--- config.mk ---
export PLATFORM = sky130hd
export DESIGN_NAME = alu_reg_integration
export DESIGN_NICKNAME = d
export VERILOG_FILES = /design/src/rtl/alu_reg_pkg.sv /design/src/rtl/alu_core.sv /design/src/rtl/alu_reg_integration.sv
export SDC_FILE = /design/constraint.sdc
export NUM_CORES = 1
export LEC_CHECK = 0
export ABC_CLOCK_PERIOD_IN_PS = 6300
export CORE_UTILIZATION = 50
export CTS_BUF_LIST = sky130_fd_sc_hd__clkbuf_4 sky130_fd_sc_hd__clkbuf_8 sky130_fd_sc_hd__clkbuf_16
export CTS_CLUSTER_SIZE = 24
export DETAILED_ROUTE_END_ITERATION = 12
export PLACE_DENSITY_LB_ADDON = 0.1
export REMOVE_ABC_BUFFERS = 1
export SLEW_MARGIN = 5
export SYNTH_ARGS = -nofsm -noshare
export SYNTH_HDL_FRONTEND = slang
export SYNTH_SLANG_ARGS = --single-unit
--- constraint.sdc ---
create_clock -name clock -period 6.3 [get_ports clock]
set_clock_uncertainty 0.2 [all_clocks]
set_input_delay 1.575 -clock clock [delete_from_list [all_inputs] [get_ports clock]]
set_output_delay 1.575 -clock clock [all_outputs]
set_load 0.005 [all_outputs]
--- src/rtl/alu_reg_pkg.sv ---
// Shared constants for the register-file/ALU datapath: effective opcodes,
// flag bit positions and the select value at which a bus or write is disabled.
package alu_reg_pkg;

  localparam int IDX_W = 4;
  localparam logic [4:0] SEL_DISABLE = 5'd16;

  localparam logic [3:0] EC_AND  = 4'b0001;
  localparam logic [3:0] EC_OR   = 4'b0010;
  localparam logic [3:0] EC_XOR  = 4'b0011;
  localparam logic [3:0] EC_ADD  = 4'b0101;
  localparam logic [3:0] EC_ADDU = 4'b0110;
  localparam logic [3:0] EC_ADDC = 4'b0111;
  localparam logic [3:0] EC_LSH  = 4'b1000;
  localparam logic [3:0] EC_SUB  = 4'b1001;
  localparam logic [3:0] EC_SUBC = 4'b1010;
  localparam logic [3:0] EC_CMP  = 4'b1011;
  localparam logic [3:0] EC_MOV  = 4'b1101;

  localparam int FLAG_C = 0;
  localparam int FLAG_L = 1;
  localparam int FLAG_F = 2;
  localparam int FLAG_Z = 3;
  localparam int FLAG_N = 4;

endpackage

--- src/rtl/alu_core.sv ---
// Combinational ALU: result, next flags and write/flag-update qualifiers.
// Define ALU_SHIFT_EN to enable the LSH opcode; otherwise it decodes as NOP.
module alu_core
  import alu_reg_pkg::*;
#(
  parameter int WIDTH = 16
) (
  input  logic [WIDTH-1:0] a,
  input  logic [WIDTH-1:0] b,
  input  logic             cin,
  input  logic [3:0]       ec,
  output logic [WIDTH-1:0] result,
  output logic [4:0]       flags_next,
  output logic             write_valid,
  output logic             flags_valid
);

  logic [WIDTH:0] sum, diff;
  logic           add_cin, sub_cin, add_ovf, sub_ovf, is_sub;

  assign add_cin = (ec == EC_ADDC) & cin;
  assign sub_cin = (ec == EC_SUBC) & cin;
  assign sum     = {1'b0, a} + {1'b0, b} + {{WIDTH{1'b0}}, add_cin};
  // bit WIDTH of the difference is the borrow out
  assign diff    = {1'b0, a} - {1'b0, b} - {{WIDTH{1'b0}}, sub_cin};
  assign add_ovf = (a[WIDTH-1] == b[WIDTH-1]) && (sum[WIDTH-1]  != a[WIDTH-1]);
  assign sub_ovf = (a[WIDTH-1] != b[WIDTH-1]) && (diff[WIDTH-1] != a[WIDTH-1]);
  assign is_sub  = (ec == EC_SUB) || (ec == EC_SUBC) || (ec == EC_CMP);

`ifdef ALU_SHIFT_EN
  logic [4:0] shr;
  // magnitude of a negative 5-bit amount; -16 gives 16, shifting everything out
  assign shr = 5'(~b[4:0] + 5'd1);
`endif

  always_comb begin
    result      = '0;
    flags_next  = '0;
    write_valid = 1'b1;
    flags_valid = 1'b1;
    case (ec)
      EC_AND: result = a & b;
      EC_OR:  result = a | b;
      EC_XOR: result = a ^ b;
      EC_ADD, EC_ADDC: begin
        result             = sum[WIDTH-1:0];
        flags_next[FLAG_C] = sum[WIDTH];
        flags_next[FLAG_F] = add_ovf;
      end
      EC_ADDU: begin
        result             = sum[WIDTH-1:0];
        flags_next[FLAG_C] = sum[WIDTH];
      end
      EC_SUB, EC_SUBC, EC_CMP: begin
        result             = diff[WIDTH-1:0];
        flags_next[FLAG_C] = diff[WIDTH];
        flags_next[FLAG_F] = sub_ovf;
        flags_next[FLAG_L] = a < b;
        write_valid        = (ec != EC_CMP);
      end
      EC_MOV: result = b;
`ifdef ALU_SHIFT_EN
      EC_LSH: result = b[4] ? (a >> shr) : (a << b[3:0]);
`endif
      default: begin
        write_valid = 1'b0;
        flags_valid = 1'b0;
      end
    endcase
    // subtract family reports the comparison, not the result
    if (is_sub) begin
      flags_next[FLAG_Z] = (a == b);
      flags_next[FLAG_N] = $signed(a) < $signed(b);
    end else begin
      flags_next[FLAG_Z] = (result == '0);
      flags_next[FLAG_N] = result[WIDTH-1];
    end
  end

endmodule

--- src/rtl/alu_reg_integration.sv ---
// Register file + ALU + flag register datapath with single-cycle write-back.
// Optional LSH opcode lives in alu_core behind ALU_SHIFT_EN.
module alu_reg_integration
  import alu_reg_pkg::*;
#(
  parameter int WIDTH = 16,
  parameter int NREGS = 16
) (
  input  logic             clock,
  input  logic             reset,
  input  logic [WIDTH-1:0] immediate,
  input  logic [4:0]       regEnables,
  input  logic [4:0]       buffAEnables,
  input  logic [4:0]       buffBEnables,
  input  logic             Cin,
  input  logic             regOrImmed,
  input  logic [3:0]       op,
  input  logic [3:0]       exop,
  output logic [4:0]       flagsOutput,
  output logic [WIDTH-1:0] regOut15
);

  logic [NREGS-1:0][WIDTH-1:0] regs;
  logic [4:0]       flags, flags_next;
  logic [WIDTH-1:0] bus_a, bus_b, opnd_b, result;
  logic [3:0]       ec;
  logic             write_valid, flags_valid, wr_en;

  assign ec     = (op == 4'b0000) ? exop : op;
  assign bus_a  = (buffAEnables >= SEL_DISABLE) ? '0 : regs[buffAEnables[IDX_W-1:0]];
  assign bus_b  = (buffBEnables >= SEL_DISABLE) ? '0 : regs[buffBEnables[IDX_W-1:0]];
  assign opnd_b = regOrImmed ? bus_b : immediate;

  alu_core #(.WIDTH(WIDTH)) u_alu (
    .a           (bus_a),
    .b           (opnd_b),
    .cin         (Cin),
    .ec          (ec),
    .result      (result),
    .flags_next  (flags_next),
    .write_valid (write_valid),
    .flags_valid (flags_valid)
  );

  assign wr_en = write_valid && (regEnables < SEL_DISABLE);

  // reads above see the pre-edge contents, so same-register ops are read-before-write
  always_ff @(posedge clock) begin
    if (reset) begin
      regs  <= '0;
      flags <= '0;
    end else begin
      if (wr_en)       regs[regEnables[IDX_W-1:0]] <= result;
      if (flags_valid) flags <= flags_next;
    end
  end

  assign flagsOutput = flags;
  assign regOut15    = regs[NREGS-1];

endmodule

# Yosys cells after proc, flatten, opt, wreduce, memory -nomap -nowiden
# Index checks and enable logic that the tools add are counted.
dict set report totals {
  regBits 261
}
dict set report classes {
  order_cmp 9
  reduce_logical 13
  muxes 18
  n_addsub 4
  eq_ne 16
  bitwise_logic 5
}
# operator count
set ops {}
lappend ops {{$bwmux W256} 1}
lappend ops {{$bmux W16 S4} 2}
lappend ops {{$mux W16} 6}
lappend ops {{$pmux W16 S6} 1}
lappend ops {{$demux W16 S4} 1}
lappend ops {{$lt A16 B16 Y1} 2}
lappend ops {{$add A16 B16 Y17} 1}
lappend ops {{$add A17 B1 Y17} 1}
lappend ops {{$sub A16 B16 Y17} 1}
lappend ops {{$sub A17 B1 Y17} 1}
lappend ops {{$and A16 B16 Y16} 1}
lappend ops {{$eq A16 B16 Y1} 1}
lappend ops {{$eq A4 B4 Y1 const B} 4}
lappend ops {{$logic_not A16 Y1} 1}
lappend ops {{$or A16 B16 Y16} 1}
lappend ops {{$xor A16 B16 Y16} 1}
lappend ops {{$lt A4 B5 Y1 const B} 3}
lappend ops {{$eq A4 B3 Y1 const B} 3}
lappend ops {{$ge A5 B5 Y1 const B} 2}
lappend ops {{$reduce_or A10 Y1} 1}
lappend ops {{$eq A4 B2 Y1 const B} 2}
lappend ops {{$reduce_or A7 Y1} 1}
lappend ops {{$pmux W1 S2} 3}
lappend ops {{$reduce_or A3 Y1} 2}
lappend ops {{other kinds (14)} 22}

# Depth between registers and ports, before layout
# Gate-level depths: netlist (run 1).
dict set report depth {
  depth_word 9
  depth_mapped 23
}

# Hierarchy
# Synthesis (run 1) repeated with hierarchy kept, for this count alone.
dict set report hier_totals {
  hier_cells 2174
  area_unflattened_um2 17453.0
}
# module area_per_inst_um2 cells_per_inst n_inst
set by_module_without_submodules {}
lappend by_module_without_submodules {alu_reg_integration 13978.4 1701 1}
lappend by_module_without_submodules {alu_core 3474.6 473 1}

# Worst setup path before layout (run 1)
# OpenSTA, ideal clock, no wires.
dict set report synth_timing {
  path_type {in2reg}
  start {input buffAEnables[1]}
  end {register regs[172] (netlist bit)}
  setup_time_ns 0.134
  arrival_time_ns 6.252
  stages 18
  setup_slack_ns -0.286
  cell_sequence {buf_2 buf_1 clkbuf_1 clkbuf_1 mux4_2 mux2i_1 a211o_1 inv_1 fa_1 fa_1 a21oi_1 o21a_1 o21ai_0 a221oi_1 xnor2_1 a221oi_2 buf_2 a211oi_1}
}
dict set report synth_between {
  elab_chain_cells 7
  word_cells_on_any_way 13
}
# item line_no
set synth_lines {}
lappend synth_lines {{from (decl)} alu_reg_integration.sv:13} ;# input logic [4:0] buffAEnables,
lappend synth_lines {{$bmux W16 S4} alu_reg_integration.sv:30} ;# assign bus_a = (buffAEnables >= SEL_DISABLE) ? '0 : regs[buffAEnables[IDX_W-1:0]];
lappend synth_lines {{$mux W16 (implied by the code)} alu_reg_integration.sv:30}
lappend synth_lines {{$mux W16 (*)} alu_reg_integration.sv:30}
lappend synth_lines {{$sub A16 B16 Y17 / $add A16 B16 Y17 (equally long branches)} {alu_core.sv:25, alu_core.sv:23}}
lappend synth_lines {{$sub A17 B1 Y17 / $add A17 B1 Y17 (equally long branches)} {alu_core.sv:25, alu_core.sv:23}}
lappend synth_lines {{$pmux W16 S6 (*)} alu_core.sv:41} ;# case (ec)
lappend synth_lines {{$bwmux W256 (*)} alu_reg_integration.sv:53} ;# if (wr_en) regs[regEnables[IDX_W-1:0]] <= result;
lappend synth_lines {{to (signal, indexed assignment)} alu_reg_integration.sv:53}
lappend synth_lines {{to (decl)} alu_reg_integration.sv:23} ;# logic [NREGS-1:0][WIDTH-1:0] regs;
# Mark *: on every way between the ends. The rest lies on a longest branch, timed or not. The select of a mux whose other input is x is not followed.
# A chain may end at the register's enable or synchronous reset.

# Final worst setup path (run 1)
dict set report layout_timing {
  start {input buffBEnables[1]}
  end {register regs[12] (netlist bit)}
}
dict set report layout_between {
  elab_chain_cells 8
  word_cells_on_any_way 14
}
# item line_no
set layout_lines {}
lappend layout_lines {{from (decl)} alu_reg_integration.sv:14} ;# input logic [4:0] buffBEnables,
lappend layout_lines {{$bmux W16 S4} alu_reg_integration.sv:31} ;# assign bus_b = (buffBEnables >= SEL_DISABLE) ? '0 : regs[buffBEnables[IDX_W-1:0]];
lappend layout_lines {{$mux W16 (implied by the code)} alu_reg_integration.sv:31}
lappend layout_lines {{$mux W16 (*)} alu_reg_integration.sv:31}
lappend layout_lines {{$mux W16 (*)} alu_reg_integration.sv:32} ;# assign opnd_b = regOrImmed ? bus_b : immediate;
lappend layout_lines {{$sub A16 B16 Y17 / $add A16 B16 Y17 (equally long branches)} {alu_core.sv:25, alu_core.sv:23}}
lappend layout_lines {{$sub A17 B1 Y17 / $add A17 B1 Y17 (equally long branches)} {alu_core.sv:25, alu_core.sv:23}}
lappend layout_lines {{$pmux W16 S6 (*)} alu_core.sv:41}
lappend layout_lines {{$bwmux W256 (*)} alu_reg_integration.sv:53}
# Marks and branches as above.

==> results of run 1 <==
[worst max-delay path, cell delays in order]
cell       delay [ps]
buf_2             160
buf_4             340
mux4_2            540
mux2i_1           140
nor2_1             60
a211oi_1          550
ha_1              390
a2111oi_0         490
buf_4             200
o21a_1            170
o21ai_0           150
buf_4             180
a221oi_1          400
xnor2_1           140
a221oi_2          380
buf_4             290
a211oi_1          110
[where the power goes]
group / internal (mW) / switching (mW)
logic: 0.383 / 0.533
clock network: 1.04 / 0.715
registers: 1.68 / 0.0200
total: 3.10 / 1.27
[sequential cells by signal, indices dropped and copies added, names as in the netlist]
| register | cells |
|---|---|
| flagsOutput | 5 |
| regOut15 | 16 |
| regs | 240 |
[layer usage]
layer  wire length (um)  vias up  part of all wire  track usage
met5                 60        -            0.0010       0.0129
met4               2140        2             0.037        0.126
met3               4340      120             0.076       0.0552
met2              26700      593              0.47        0.540
met1              23900     7278              0.42        0.443
li1                   -     6813                 -            -
[area by class of cell]
class	count	share of cell area
well taps	448	0.0278
inverters	67	0.0125
multi-input cells	1250	0.530
repair buffers	292	0.121
clock inverters	16	0.00864
flip-flops and latches	261	0.260
clock buffers	37	0.0406
[synthesized netlist by cell type (5+ instances only)]
| cell type | n |
|---|---|
| a211o_1 | 21 |
| nand2b_1 | 15 |
| o211ai_1 | 6 |
| buf_4 | 22 |
| mux2i_1 | 107 |
| a211oi_1 | 221 |
| clkbuf_1 | 79 |
| inv_1 | 64 |
| nor2b_1 | 27 |
| nor2_2 | 9 |
| o21ai_0 | 28 |
| a22oi_1 | 8 |
| mux4_2 | 127 |
| nor2_1 | 317 |
| a21oi_1 | 45 |
| nand2_1 | 40 |
| buf_1 | 9 |
| xnor2_1 | 10 |
| o22ai_1 | 11 |
| a21o_1 | 6 |
| xor2_1 | 7 |
| nand3_1 | 8 |
| buf_6 | 6 |
| o21bai_1 | 5 |
| dfxtp_1 | 261 |
| ha_1 | 76 |
| buf_2 | 43 |
| o21a_1 | 9 |
| or2_2 | 8 |
| nor3_1 | 15 |
| nor4_1 | 7 |
[cell families after synthesis]
| kind of cell | count (synthesis) |
|---|---|
| adder cells (fa/ha/maj) | 80 |
| XOR/XNOR | 17 |
| flip-flops | 261 |
| AO/OA/AOI/OAI | 432 |
| multiplexers | 235 |
| AND/OR/NAND/NOR | 486 |
| buffers and inverters | 229 |
[metrics by stage]
step | total power, mW | setup TNS, ps | utilization | instances | cell area, sq um
finish | 4.37 | 0 | 0.602 | 2371 | 20100
global placement | 2.62 | -11040 | 0.572 | 2318 | 19100
detailed placement | 2.63 | -17570 | 0.572 | 2318 | 19100
CTS | 4.37 | 0 | 0.601 | 2371 | 20100
global route | 4.52 | -1.29 | 0.602 | 2371 | 20100
floorplan | 2.16 | 0 | - | 1578 | 16100
[final timing paths]
kind,slack (ps),endpoint,cells past startpoint,start
min reg2reg,310,regs[120],2,regs[120]
max reg2reg,1300,regs[12],17,regOut15[0]
min,310,regs[120],2,regs[120]
max,180,regs[12],17,buffBEnables[1]
[layout by cell type (no fill, tap or decap), drive strengths merged, types with 19 or more instances in the layout]
cell,n
a211o,21
clkdlybuf4s50,55
ha,76
nor3,19
o21ai,30
nor2,329
mux2i,107
dfxtp,261
a211oi,227
mux4,127
a21oi,48
clkbuf,38
nand2,42
inv,68
buf,236
nor2b,27
==> impl_metrics.tcl, run 1 <==
set metrics [dict create \
    status "finished, final reports clean" \
    grt_max_degree 98 \
    synth_edf_count 0 \
    cts_tree "done" \
    antenna_found_initial 1 \
    synthesis.area_sq_um 17000 \
    synth-async-reset-ratio 0 \
    synth_ff_type "dfxtp_1" \
    grt_pass1_wl_um 85700 \
    dieArea_sq_um 34600 \
    io_pins 64 \
    gp_congestion 0.991 \
    clk_pin_slew_ps 60 \
    hold_slack_ps 307 \
    ys_seq_area_frac 0.308 \
    start_util 0.507 \
    multi_input_area_sq_um 10700 \
    post_drt_wl_per_cell_um 24.1 \
    ctsRootBufferMaster "clkbuf_16" \
    min_period_over_period 0.971 \
    slew_violations 0 \
    seqCellArea_sq_um 5230 \
    synthMuxAreaShare 0.233 \
    cts-buffers-inserted 29 \
    hp-class "flop to flop" \
    tightest_slew_ps 1090 \
    drcViolationCount 0 \
    cts_sinks 261 \
    die_h_um 186 \
    p_per_area_nw_per_um2 217 \
    diodes 0 \
    portBuffers 63 \
    maxCapViolations 0 \
    syn_avg_cell_area_sq_um 9.74 \
    hold_buffers 0 \
    fill_cells 2856 \
    avgViaCountPerCell 6.24 \
    hpwl_um 41000 \
    vias 14806 \
    start_kind "primary input" \
    critPathCaptureType "flop" \
    htreeDepth 1 \
    synth_seq_cells 261 \
    dr.pass1.iters 8 \
    synth_compound_area_frac 0.194 \
    leakage_nw 7.44 \
    synth_largest_area_cell "dfxtp_1" \
    crit_path_max_fanout 16 \
    synthDominantCellAreaShare 0.308 \
    yosysUniqueCellTypes 91 \
    worstPathArrival_ps 6290 \
    yosys.area_share.adder 0.0608 \
    clk-insertion-delay-late_ps 560 \
    pre_cts_ws_ps -372 \
    final_nets 2024 \
    grt_remaining_overflow 0 \
    syn_inst 1740 \
    cts_setup_buffers 0 \
    synth_area_leaders "dfxtp_1, mux4_2, a211oi_1" \
    relSlewSlack 0.274 \
    synth-xor-area-share 0.00878 \
    area_delta_synth_final_pct 18.7 \
    grt_pass1_vias 14221 \
    synth-simple-area-share 0.132 \
    drt_wl_total_um 57200 \
    die_x_um 186 \
    cp.required_ps 6470 \
    rows 67 \
    finalSetupViolCount 0 \
    detail-route-antenna-nets 0 \
    fin_crit_ps 6120 \
    synth_top_family_by_area "multiplexers" \
    core_area_sq_um 33400 \
    hold_violations 0 \
    ctsResizeCount 0 \
    vdd_drop_max_uv 213 \
    max_freq_mhz 163 \
    worst_slack_ps 182 \
    drive_gt1_frac 0.245 \
    crit_type "primary input to flop" \
    cts_buffer_depth 3 \
    first_iter_violations 1420 \
    grt_usage 0.333 \
    ys_warn_count 0 \
]
Power figures use the tool's default switching activity.
==> run 2, diff against run 1 <==
- CTS_BUF_LIST: sky130_fd_sc_hd__clkbuf_4 sky130_fd_sc_hd__clkbuf_8 sky130_fd_sc_hd__clkbuf_16 -> sky130_fd_sc_hd__clkbuf_4
==> impl_metrics.tcl, run 2 (synthesis gave the netlist of run 1 again) <==
set metrics [dict create \
    largest_reg_flops 240 \
    cts_tree "done" \
    start_kind "primary input" \
    cts_setup_buffers 0 \
    post_drt_wl_per_cell_um 23.6 \
    finalSetupViolCount 0 \
    dieArea_sq_um 34600 \
    detail-route-antenna-nets 0 \
    drive_gt1_frac 0.268 \
    largest_register "regs" \
    dr.pass1.iters 5 \
    pre_cts_ws_ps -372 \
    crit_type "primary input to flop" \
    cpMaxStageDelayCell "a211oi_1" \
    rr_startpoint "regOut15[0]" \
    critPathTopFamily "compound AO/OA/AOI/OAI gates" \
    io_pins 64 \
    cts-buffers-inserted 75 \
    layout.cell_area.non_filler_sq_um 20100 \
    maxCapViolations 0 \
    antenna_found_initial 3 \
    crit_path_max_fanout 16 \
    rsz0062_at_grt "no" \
    worst_slack_ps 372 \
    drt-met1-wl_um 24200 \
    wl_met3_um 4560 \
    hpwl_um 41000 \
    relSlewSlack 0.286 \
    hp-class "flop to flop" \
    drcViolationCount 0 \
    vias 15199 \
    fin_crit_ps 5930 \
    crit_start "buffBEnables[1]" \
    ctsRootBufferMaster "clkbuf_4" \
    core_area_sq_um 33400 \
    highest_layer "met5" \
    crit_path_max_incr_delay_ps 600 \
    max_freq_mhz 169 \
    hold_slack_ps 311 \
    area_delta_synth_final_pct 18.5 \
    cts_sinks 261 \
    tightest_slew_ps 1070 \
    grt_pass1_wl_um 87400 \
    met2_length_um 27300 \
    cts_buffer_depth 3 \
    avgViaCountPerCell 6.21 \
    htreeDepth 3 \
    clk-insertion-delay-late_ps 760 \
    layout_commonest_cell "nor2_1" \
    placed_cell_area_sq_um 19100 \
    hold_buffers 0 \
    rows 67 \
    path_cells "buf_2 > buf_4 > mux4_2 > mux2i_1 > nor2_1 > a211oi_1 > ha_1 > a2111oi_0 > buf_4 > o21a_1 > o21ai_0 > buf_4 > a221oi_1 > xnor2_1 > a221oi_2 > buf_4 > a211oi_1" \
    vdd_drop_max_uv 156 \
    drt_wl_total_um 57800 \
    slew_violations 0 \
    leakage_nw 7.51 \
    grt_max_degree 98 \
    p_per_area_nw_per_um2 211 \
    critPathCaptureType "flop" \
    ctsResizeCount 0 \
    grt_usage 0.341 \
    die_h_um 186 \
    start_util 0.507 \
    worstPathArrival_ps 6310 \
    first_iter_violations 1517 \
    gp_congestion 0.991 \
    grt_remaining_overflow 0 \
    cp.required_ps 6680 \
    cp_num_buf_inv 5 \
    clk_pin_slew_ps 60 \
    die_x_um 186 \
    grt_pass1_vias 14674 \
    cpMostUsedCell "buf_4" \
    portBuffers 63 \
    final_nets 2070 \
    min_period_over_period 0.941 \
    layout.cells.most_common_list "nor2_1, dfxtp_1, buf_4, a211oi_1, mux4_2" \
    hold_violations 0 \
    hp-start "regs[123]" \
    status "finished, final reports clean" \
]
==> run 2: cell count changes in the layout (fill, tap and decap cells not counted), sizes merged <==
| cell | change |
|---|---|
| bufinv | -1 |
| inv | +1 |
| diode | +3 |
| clkbuf | +73 |
| clkinvlp | -2 |
| clkinv | +4 |
==> run 2: metal layers <==
| layer | vias up | global-route usage |
|---|---|---|
| li1 | 6951 | - |
| met5 | - | 0 |
| met2 | 738 | 0.556 |
| met4 | 2 | 0.124 |
| met1 | 7389 | 0.446 |
| met3 | 119 | 0.0720 |
==> run 2: area by class of cell <==
class	instances	area (sq um)
flip-flops and latches	261	5230
clock inverters	18	123
clock buffers	110	826
repair buffers	292	2440
fillers	2899	13400
multi-input cells	1250	10700
well taps	448	561
inverters	67	251
diodes	3	7.51
==> run 2: final timing paths <==
path                    end  slack (ps)  depth (start not counted)
setup reg to reg  regs[204]        1350                         17
hold / removal    regs[123]         310                          2
setup / recovery  regs[204]         370                         17
hold reg to reg   regs[123]         310                          2
==> run 2: worst min-delay path, stage by stage, from the launching register on <==
cell	delay [ps]
dfxtp_1	320
o21ai_0	70
a21oi_1	60
==> run 2: through the flow <==
step,total power [mW],std cells,TNS (ps),util
after floorplan,2.16,1578,0,-
after global placement,2.62,2318,-11040,0.572
after detailed placement,2.63,2318,-17570,0.572
after CTS,4.24,2446,0,0.600
after global routing,4.42,2449,0,0.601
final,4.23,2449,0,0.601
==> run 2: power by group <==
group | switching [mW] | leakage [nW] | internal [mW] | total [mW]
Combinational | 0.533 | 4.84 | 0.383 | 0.916
Sequential | 0.0202 | 2.11 | 1.68 | 1.70
Clock | 0.744 | 0.572 | 0.876 | 1.62
==> run 3, diff against run 2 <==
- CAP_MARGIN: not set -> 10
- CORE_UTILIZATION: 50 -> 45
==> impl_metrics.tcl, run 3 (synthesis gave the netlist of run 1 again) <==
set metrics [dict create \
    status "finished, final reports clean" \
    ctsResizeCount 0 \
    fill_cells 3401 \
    cts_tree "done" \
    whs_endpoint "flagsOutput[2]" \
    drive_gt1_frac 0.275 \
    fin_crit_ps 5860 \
    worst_slack_ps 440 \
    hold_buffers 0 \
    htreeDepth 3 \
    io_pins 64 \
    vdd_drop_max_uv 143 \
    hpwl_um 41900 \
    worstPathArrival_ps 6220 \
    dr.pass1.iters 5 \
    path_cells "clkdlybuf4s50_1 > nor2b_1 > nand2_1 > buf_4 > a2111oi_0 > buf_4 > a211o_1 > inv_1 > ha_1 > buf_4 > nor2_1 > o31ai_1 > a211oi_1 > a41oi_1 > o221ai_1 > a211oi_2 > buf_4 > a211oi_1" \
    crit_type "primary input to flop" \
    start_util 0.460 \
    hold_violations 0 \
    rrSetupSlack_ps 1200 \
    area_delta_synth_final_pct 20.6 \
    first_iter_violations 1277 \
    clk_pin_slew_ps 60 \
    grt_max_degree 111 \
    die_x_um 196 \
    wl_met3_um 4640 \
    tightest_slew_ps 990 \
    relSlewSlack 0.340 \
    ctsRootBufferMaster "clkbuf_4" \
    gp_congestion 0.964 \
    largest_register "regs" \
    dieArea_sq_um 38400 \
    die_h_um 196 \
    core_area_sq_um 36900 \
    final_nets 2087 \
    rr_startpoint "regOut15[0]" \
    portBuffers 63 \
    regToRegEndpoint "regs[46]" \
    dp.cells 2391 \
    pre_cts_ws_ps -306 \
    hp-start "flagsOutput[2]" \
    cts_buffer_depth 3 \
    critPathCaptureType "flop" \
    crit_path_max_fanout 16 \
    fin_tns_setup_ps 0 \
    maxCapViolations 0 \
    rows 70 \
    largest_reg_flops 240 \
    crit_path_max_incr_delay_ps 600 \
    grt_pass1_wl_um 91400 \
    start_kind "primary input" \
    drt-met1-wl_um 25300 \
    min_period_over_period 0.930 \
    cts-buffers-inserted 75 \
    antenna_found_initial 2 \
    grt_usage 0.318 \
    detail-route-antenna-nets 0 \
    min_delay_path_depth 2 \
    vias 15257 \
    seqCellArea_sq_um 5230 \
    grt_pass1_vias 14880 \
    finalSetupViolCount 0 \
    drcViolationCount 0 \
    layout_commonest_cell "nor2_1" \
    clk-insertion-delay-late_ps 790 \
    cts_sinks 261 \
    post_drt_wl_per_cell_um 23.8 \
    cpMostUsedCell "buf_4" \
    hold_slack_ps 291 \
    placed_cell_area_sq_um 19400 \
    grt_remaining_overflow 0 \
    avgViaCountPerCell 6.04 \
    slew_violations 0 \
    cp.required_ps 6660 \
    max_freq_mhz 171 \
    highest_layer "met4" \
    leakage_nw 7.66 \
    multi_input_area_sq_um 10600 \
    p_per_area_nw_per_um2 211 \
    drt_wl_total_um 60300 \
    cpMaxStageDelayCell "clkdlybuf4s50_1" \
    layout.cell_area.non_filler_sq_um 20400 \
    rsz0062_at_grt "no" \
    hp-class "flop to flop" \
    instances_no_fill 2528 \
    layout.cells.most_common_list "nor2_1, dfxtp_1, buf_4, a211oi_1, mux4_2" \
    cts_setup_buffers 0 \
    ff2ff_path_depth 17 \
    met2_length_um 28000 \
]
-- run 3: changes by cell type in the layout (fill, tap and decap cells not counted) --
cell	previous run	this run
buf_4	223	230
clkbuf_4	110	113
inv_6	0	1
inv_2	5	4
a21oi_2	2	3
clkinv_1	12	14
a21oi_4	1	0
clkinv_4	0	1
buf_12	9	19
-- run 3: routing by layer --
metal | up-vias | track usage
met1 | 7555 | 0.412
li1 | 6998 | -
met2 | 583 | 0.510
met3 | 121 | 0.0672
met5 | - | 0
met4 | 0 | 0.142
-- run 3: cell type report --
cell class                      count  share of cell area
Antenna cell                        3            0.000367
Clock buffer                      113              0.0415
Clock inverter                     21             0.00704
Inverter                           67              0.0123
Multi-Input combinational cell   1250               0.521
Sequential cell                   261               0.256
Tap cell                          504              0.0308
Timing Repair Buffer              309               0.132
-- run 3: power by group --
part           internal [mW]  leakage (nW)  switching, mW  total [mW]
combinational          0.395          4.96          0.543       0.938
sequential              1.68          2.11         0.0202        1.70
clock                  0.902         0.594          0.770        1.67
-- run 3: how the worst max path moves through the flow --
stage | from | to | slack (ps) | depth (start not counted)
after floorplan | buffBEnables[0] | flagsOutput[3] | 360 | 15
after global placement | regOrImmed | regs[205] | -270 | 19
after detailed placement | regOrImmed | regs[221] | -310 | 19
after CTS | regOrImmed | regs[125] | 470 | 19
after global routing | regOrImmed | regs[46] | 260 | 19
final | regOrImmed | regs[105] | 440 | 18
-- run 3: critical path: cells and delay by family --
family	cells	cell delay, ps
buffers and inverters	6	1550
AO/OA/AOI/OAI	8	2250
adder cells (fa/ha/maj)	1	300
AND/OR/NAND/NOR	3	530
-- run 3: through the flow --
stage               power (mW)  utilization
floorplan                 2.16            -
global placement          2.65        0.527
detailed placement        2.66        0.527
CTS                       4.32        0.554
global route              4.49        0.554
finish                    4.31        0.554
